[src/rtl/cpu_types_pkg.sv]
// Shared types for the memory subsystem: RAM handshake states, word type and
// the cache/RAM arbiter state encoding.
package cpu_types_pkg;

    typedef logic [31:0] word_t;

    typedef enum logic [1:0] {
        FREE   = 2'd0,
        BUSY   = 2'd1,
        ACCESS = 2'd2,
        ERROR  = 2'd3
    } ram_state_t;

    typedef enum logic [1:0] {
        IDLE  = 2'd0,
        ISERV = 2'd1,
        DSERV = 2'd2
    } arb_state_t;

endpackage

[src/rtl/cache_mem_arbiter.sv]
// Shares one RAM port between icache and dcache: dcache has priority, and a
// starvation counter forces an icache grant after STARVE_MAX dcache wins.
module cache_mem_arbiter
    import cpu_types_pkg::*;
#(
    parameter int STARVE_MAX = 4,
    parameter int CNT_W      = 3
) (
    input  logic        CLK,
    input  logic        nRST,
    input  logic        iREN,
    input  logic [31:0] iaddr,
    output logic        iwait,
    output logic [31:0] iload,
    input  logic        dREN,
    input  logic        dWEN,
    input  logic [31:0] daddr,
    input  logic [31:0] dstore,
    output logic        dwait,
    output logic [31:0] dload,
    output logic        ramREN,
    output logic        ramWEN,
    output logic [31:0] ramaddr,
    output logic [31:0] ramstore,
    input  logic [31:0] ramload,
    input  logic [1:0]  ramstate,
    output logic        arb_err
);

    // Handshake: a side's request is held until its wait drops for one cycle
    // (completion) or the side withdraws it (abort). A grant is held to the
    // end of its transaction; IDLE always separates two grants.

    localparam logic [CNT_W-1:0] STARVE_LIM = CNT_W'(STARVE_MAX);

    arb_state_t       state_q, state_d;
    logic [CNT_W-1:0] starve_cnt_q, starve_cnt_d;

    ram_state_t rs;
    logic       ram_done;
    logic       ram_err;
    logic       d_req;

    assign rs       = ram_state_t'(ramstate);
    assign ram_done = (rs == ACCESS) || (rs == ERROR);
    assign ram_err  = (rs == ERROR);
    assign d_req    = dREN || dWEN;

    always_ff @(posedge CLK or negedge nRST) begin
        if (!nRST) begin
            state_q      <= IDLE;
            starve_cnt_q <= '0;
        end else begin
            state_q      <= state_d;
            starve_cnt_q <= starve_cnt_d;
        end
    end

    always_comb begin
        state_d      = state_q;
        starve_cnt_d = starve_cnt_q;
        unique case (state_q)
            IDLE: begin
                if (iREN && (starve_cnt_q == STARVE_LIM)) begin
                    state_d = ISERV;
                end else if (d_req) begin
                    state_d = DSERV;
                    if (iREN && (starve_cnt_q != STARVE_LIM)) begin
                        starve_cnt_d = starve_cnt_q + CNT_W'(1);
                    end
                end else if (iREN) begin
                    state_d = ISERV;
                end
            end
            ISERV: begin
                // Withdrawal aborts without touching the counter.
                if (!iREN) begin
                    state_d = IDLE;
                end else if (ram_done) begin
                    state_d      = IDLE;
                    starve_cnt_d = '0;
                end
            end
            DSERV: begin
                if (!d_req || ram_done) begin
                    state_d = IDLE;
                end
            end
            default: begin
                state_d = IDLE;
            end
        endcase
    end

    always_comb begin
        ramREN   = 1'b0;
        ramWEN   = 1'b0;
        ramaddr  = '0;
        ramstore = '0;
        iwait    = 1'b1;
        dwait    = 1'b1;
        iload    = '0;
        dload    = '0;
        arb_err  = 1'b0;
        unique case (state_q)
            ISERV: begin
                ramREN  = iREN;
                ramaddr = iaddr;
                iload   = ramload;
                if (iREN && ram_done) begin
                    iwait   = 1'b0;
                    arb_err = ram_err;
                end
            end
            DSERV: begin
                ramWEN   = dWEN;
                ramREN   = dREN && !dWEN;
                ramaddr  = daddr;
                ramstore = dstore;
                dload    = ramload;
                if (d_req && ram_done) begin
                    dwait   = 1'b0;
                    arb_err = ram_err;
                end
            end
            default: begin
            end
        endcase
    end

endmodule

[config.mk]
export PLATFORM = sky130hd
export DESIGN_NAME = cache_mem_arbiter
export DESIGN_NICKNAME = d
export VERILOG_FILES = /design/src/rtl/cpu_types_pkg.sv /design/src/rtl/cache_mem_arbiter.sv
export SDC_FILE = /design/constraint.sdc
export NUM_CORES = 1
export LEC_CHECK = 0
export ABC_AREA = 1
export CAP_MARGIN = 15
export CORE_AREA = 2 2 103 105
export DETAILED_ROUTE_END_ITERATION = 8
export DIE_AREA = 0 0 105 107
export MAX_ROUTING_LAYER = met4
export PLACE_DENSITY_LB_ADDON = 0.2
export SYNTH_ARGS = -nofsm -noshare
export SYNTH_HDL_FRONTEND = slang
export SYNTH_SLANG_ARGS = --single-unit
[constraint.sdc]
create_clock -name CLK -period 3.28 [get_ports CLK]
set_clock_uncertainty 0.15 [all_clocks]
set_input_delay 0.328 -clock CLK [delete_from_list [all_inputs] [get_ports CLK]]
set_output_delay 0.328 -clock CLK [all_outputs]
set_load 0.02 [all_outputs]
==> metrics.cfg, run 1 <==
[clock_tree]
postCtsHoldBufs=0
cts-resized-gates=0
max-clock-path-buffers=2
clk_pin_slew_ns=0.03
cts_setup_buffers=0
cts_root_buf=clkbuf_8
cts_tree=done
htreeDepth=1
insertion_delay_ns=0.21
clock_sinks=5
cts_buffers=3

[critical_path]
reg2reg_from=state_q[1]$_DFFE_PN0P_
r2r_setup_slack_ns=1.37
cp_cell_sequence=inv_1, ha_1, inv_1, a21oi_1, clkdlybuf4s50_1
path_class=flip-flop to output pin
crit_required_ns=2.80
cp_common_cell=inv_1
worstReg2RegEnd=state_q[1]$_DFFE_PN0P_
max_stage_delay_ns=0.80
crit_fanout=33
reg2reg_depth=9
arrival_ns=2.52
crit_path_end_kind=output pin
worstSetupStartpointType=flip-flop
slowest_stage=inv_1

[power_and_ir_drop]
peakVddDrop_uv=618
comb_power_share=0.922
p_sw_frac=0.543
p_switching_mw=1.59
seqPwrFrac=0.041
powerDensity_nw_per_um2=643
leakage_nw=2.42
p_clk_frac=0.037
intPower_mw=1.34

[route]
viasPerCell=3.99
top_layer=met4
drt_first_pass_iters=5
vias=3073
routed_wl_um=10600
ant_nets=0
routedWlPerCell_um=13.8
wl_met2_um=5810
drcViolationCount=0
drt_iter0_drc=164
met1_length_um=4150
wl_met3_um=644

[logic_synthesis]
avgSynthCellArea_um2=4.55
synth-seq-cells=5
ys_seq_area_frac=0.0722
ys_warn_count=0
netlist_instances=381
syn_area_um2=1730
synth_fp_nets=521
ys_types=17

[placement]
dp_hpwl_um=8940
portBuffers=267
gp_congestion=0.940

[grt]
grt_use_total=0.183
grt_pass1_vias=2775
antenna_found_initial=0
grt_max_degree=40
overflow=0
grt_pass1_wl_um=15800

[status]
status=finished clean

[sta]
finalHoldViolCount=0
fin_hold_ws_ns=0.176
fin_crit_sh=0.913
rsz0062_at_grt=no
setup_violations=0
worstMarginPinSlew_ns=1.11
fin_tns_setup_ns=0
report.final.slew_viol_count=0
final.min_clock_period_ns=3.00
max_slew_margin=0.262
fmax_mhz=334

[worst_hold_path]
hold_class=input pin to asynchronous set/reset pin

[floorplan]
die_h_um=107
io_pins=268
die-area_um2=11200
core.rowCount=37
start_util=0.172
coreArea_um2=10100
die_w_um=105

[final_layout]
drive_above_1_share=0.0268
nets=775
layout.cells.most_common=clkdlybuf4s50_1
syn_to_final_growth_pct=162
fill_cells=1077
diodes=0
mostFrequentLayoutCells=clkdlybuf4s50_1 (267), nand2_1 (183), inv_1 (109)

[flow_run]
max_cap_violations=0

## registers in the layout, summed over array words and instances (netlist names)
signal        flops
state_q           2
starve_cnt_q      3
## routing by layer
layer  vias up  GRT usage
met3         6     0.0280
met5         -          -
met2       129      0.355
li1       1579          -
met1      1359      0.205
met4         0     0.0152
## worst max-delay path by stage
stage	start	to	slack (ns)	cells after the start
after CTS	state_q[1]$_DFFE_PN0P_	ramaddr[10]	0.30	5
after global routing	state_q[1]$_DFFE_PN0P_	ramaddr[3]	0.13	5
after global placement	state_q[0]$_DFFE_PN0P_	ramaddr[3]	0.61	5
after detailed placement	state_q[0]$_DFFE_PN0P_	ramaddr[10]	0.54	5
final	state_q[1]$_DFFE_PN0P_	ramaddr[30]	0.28	5
after floorplan	state_q[0]$_DFFE_PN0P_	arb_err	1.40	6
## synth_stat cells (all sizes together)
cell	number	area share
a21oi	34	0.10
buf	22	0.083
dfrtp	5	0.072
ha	5	0.036
inv	110	0.24
nand2	186	0.41
nand3	11	0.038
nand4	2	0.0072
nor2	5	0.011
nor3b	1	0.0072
## logic make-up after synthesis
group | after synthesis | synth area share
and+or+nand+nor | 205 | 0.470
buffers and inverters | 132 | 0.321
AOI/OAI and AO/OA | 34 | 0.100
adders and majority gates | 5 | 0.0361
DFF | 5 | 0.0722
## power by group through the flow
stage          registers (mW)  clock network [mW]  logic, mW
3_5_place_dp            0.118                   0       2.71
6_report                0.119               0.109       2.70
3_3_place_gp            0.117                   0       2.69
5_1_grt                 0.125               0.119       2.91
2_1_floorplan           0.110                   0       1.49
4_1_cts                 0.118               0.112       2.72
## area by class of cell
cell class | instances | area (µm²) | area share
repair buffers | 271 | 2730 | 0.600
multi-input cells | 244 | 1070 | 0.234
inverters | 110 | 413 | 0.0908
well taps | 136 | 170 | 0.0374
flip-flops and latches | 5 | 125 | 0.0275
clock buffers | 4 | 45.0 | 0.00991
## stage by stage
step	util	total power [mW]	setup WS (ns)	cell area (µm²)	std cells
floorplan	-	1.60	1.40	1730	381
global route	0.451	3.16	0.126	4550	770
global placement	0.446	2.81	0.606	4500	766
finish	0.451	2.92	0.284	4550	770
CTS	0.451	2.95	0.304	4550	770
detailed placement	0.446	2.83	0.542	4500	766
## worst max-delay path, delay by kind of cell (launching register included)
| kind | cells | cell delay [ns] |
|---|---|---|
| adder cells (fa/ha/maj) | 1 | 0.29 |
| AO/OA/AOI/OAI | 1 | 0.11 |
| flip-flops | 1 | 0.40 |
| buffers and inverters | 3 | 1.48 |
Note: power is estimated with default switching activity, not from simulation.
==> inputs of run 2 (changes only) <==
CORE_AREA = 2 2 105 107   (was 2 2 103 105)
CTS_BUF_LIST = sky130_fd_sc_hd__clkbuf_4 sky130_fd_sc_hd__clkbuf_8   (was unset)
DIE_AREA = 0 0 107 109   (was 0 0 105 107)
clock period = 2.8 ns   (was 3.28 ns; I/O delays follow)
==> run 2 against run 1 <==
Effect of this change:
- sequential share of layout area is essentially flat
- final area grew 0.91%
- setup slack worse by 0.12 ns
- wire length shrank 4.1%
- final cell count grew 0.65%
- clock-buffer cell count did not move
- utilization decreased by 1.8 points
- sequential power is 18% higher
- largest cell class unchanged
- highest routed layer unchanged
==> metrics.cfg, run 2 (synthesis results as in run 1) <==
[status]
status=finished clean

[final_layout]
fin_util=0.433  ; -0.0178
largest_reg_flops=3  ; unchanged
layout.cells.most_common=clkdlybuf4s50_1
nets=776  ; +0.13%
drive_above_1_share=0.0299  ; +0.00311
fin_cells=775  ; +0.65%
biggestRegsByFlops=starve_cnt_q (3), state_q (2)
syn_to_final_growth_pct=165
finalInstanceArea_um2=4590  ; +0.91%
diodes=0  ; unchanged
mostFrequentLayoutCells=clkdlybuf4s50_1 (267), nand2_1 (183), inv_1 (109)
top_register=starve_cnt_q

[grt]
grt_util_met3=0.0305  ; +0.00252
gr-max-usage-layer=met2
grt_use_total=0.167  ; -0.0161
overflow=0  ; unchanged
grt_pass1_wl_um=14900  ; -5.4%
antenna_found_initial=0  ; unchanged
met2_usage=0.334  ; -0.0209
use_met1=0.168  ; -0.0366
grt_pass1_vias=2732  ; -1.5%
grt_max_degree=61  ; +53%

[sta]
rsz0062_at_grt=no
fin_crit_sh=0.940
max_slew_margin=0.774  ; +0.512
final.min_clock_period_ns=2.63
worst_slack_ns=0.168  ; -0.116 ns
fin_tns_setup_ns=0  ; unchanged
setup_violations=0  ; unchanged
finalHoldViolCount=0  ; unchanged
fin_hold_ws_ns=0.141  ; -0.0349 ns
worstMarginPinSlew_ns=0.339  ; -0.767 ns
fmax_mhz=380
report.final.slew_viol_count=0  ; unchanged

[flow_run]
max_cap_violations=0  ; unchanged

[critical_path]
crit_family=buffers and inverters
critPathBufInv=4  ; +1
crit_fanout=30  ; -9.1%
arrival_ns=2.20  ; -0.32 ns
cp_cell_sequence=inv_1, ha_1, inv_1, buf_4, a21oi_1, clkdlybuf4s50_1
crit_required_ns=2.37  ; -0.43 ns
worst-path-stages=6  ; +1
r2r_setup_slack_ns=1.16  ; -0.21 ns
crit_start=state_q[0]$_DFFE_PN0P_
worstReg2RegEnd=starve_cnt_q[0]$_DFFE_PN0P_
path_class=flip-flop to output pin
slowest_stage=clkdlybuf4s50_1
reg2reg_depth=10  ; +1
cp_common_cell=inv_1
endpoint=ramaddr[30]
worstSetupStartpointType=flip-flop
crit_path_end_kind=output pin
max_stage_delay_ns=0.63  ; -0.17 ns
reg2reg_from=state_q[1]$_DFFE_PN0P_

[route]
routedWlPerCell_um=13.2  ; -4.8%
drt_iter0_drc=161  ; -1.8%
routed_wl_um=10200  ; -4.1%
viasPerCell=3.94  ; -1.3%
vias=3052  ; -0.68%
drcViolationCount=0  ; unchanged
ant_nets=0  ; unchanged
drt_first_pass_iters=4  ; -1

[placement]
pre_cts_ws_ns=0.395  ; -0.147 ns
portBuffers=267  ; unchanged
dpl.cell_count=771  ; +0.65%
dp_hpwl_um=8540  ; -4.4%
gp_congestion=0.825  ; -12%
placed_cell_area_um2=4540  ; +0.83%

[power_and_ir_drop]
comb_power_share=0.918  ; -0.004
total_power_mw=3.45  ; +18%
seqPwrFrac=0.041  ; about the same
peakVddDrop_uv=463  ; -25%
intPower_mw=1.61  ; +20%
powerDensity_nw_per_um2=751  ; +17%
p_sw_frac=0.534  ; -0.00857
p_clk_frac=0.041  ; +0.004
p_switching_mw=1.84  ; +16%
leakage_nw=2.43  ; +0.59%

[floorplan]
io_pins=268  ; unchanged
die-area_um2=11700  ; +3.8%
die_h_um=109  ; +1.9%
coreArea_um2=10600  ; +5.1%
die_w_um=107  ; +1.9%
core.rowCount=38  ; +2.7%
start_util=0.163  ; -0.00827

[clock_tree]
cts_buffers=3  ; unchanged
postCtsHoldBufs=0  ; unchanged
cts_setup_buffers=0  ; unchanged
clk_pin_slew_ns=0.03  ; about the same
clock_sinks=5  ; unchanged
cts-resized-gates=0  ; unchanged
max-clock-path-buffers=2  ; unchanged
htreeDepth=1  ; unchanged
cts_tree=done
cts_root_buf=clkbuf_8
insertion_delay_ns=0.22  ; about the same

[worst_hold_path]
hold_class=input pin to asynchronous set/reset pin

run 2: cell type report:
class	instances	area, µm²
Clock buffer	4	48.8
Fill cell	1110	6010
Inverter	110	413
Multi-Input combinational cell	244	1070
Sequential cell	5	125
Tap cell	140	175
Timing Repair Buffer	272	2760
run 2: worst reg2reg max path, delay by kind of cell (launching register included):
kind / cells / cell delay, ns
flip-flops: 1 / 0.41
AND/OR/NAND/NOR: 5 / 0.33
adder cells (fa/ha/maj): 1 / 0.23
buffers and inverters: 4 / 0.40
run 2: how the worst min path moves through the flow:
| stage | startpoint | to | cells past startpoint |
|---|---|---|---|
| finish | nRST | state_q[0]$_DFFE_PN0P_ | 1 |
| global route | nRST | starve_cnt_q[2]$_DFFE_PN0P_ | 1 |
| CTS | nRST | starve_cnt_q[1]$_DFFE_PN0P_ | 1 |
| detailed placement | starve_cnt_q[1]$_DFFE_PN0P_ | starve_cnt_q[1]$_DFFE_PN0P_ | 2 |
| global placement | starve_cnt_q[1]$_DFFE_PN0P_ | starve_cnt_q[1]$_DFFE_PN0P_ | 2 |
| floorplan | nRST | starve_cnt_q[0]$_DFFE_PN0P_ | 0 |
run 2: power by group through the flow:
stage	sequential, mW	clock (mW)	combinational (mW)
2_1_floorplan	0.129	0	1.74
3_3_place_gp	0.137	0	3.20
3_5_place_dp	0.139	0	3.21
4_1_cts	0.140	0.146	3.22
5_1_grt	0.147	0.155	3.44
6_report	0.140	0.141	3.17
run 2: layer usage:
layer  part of all wire  wire length (µm)
met4              0.016               159
met3              0.060               616
met2               0.56              5710
met5                  0                 0
met1               0.36              3720
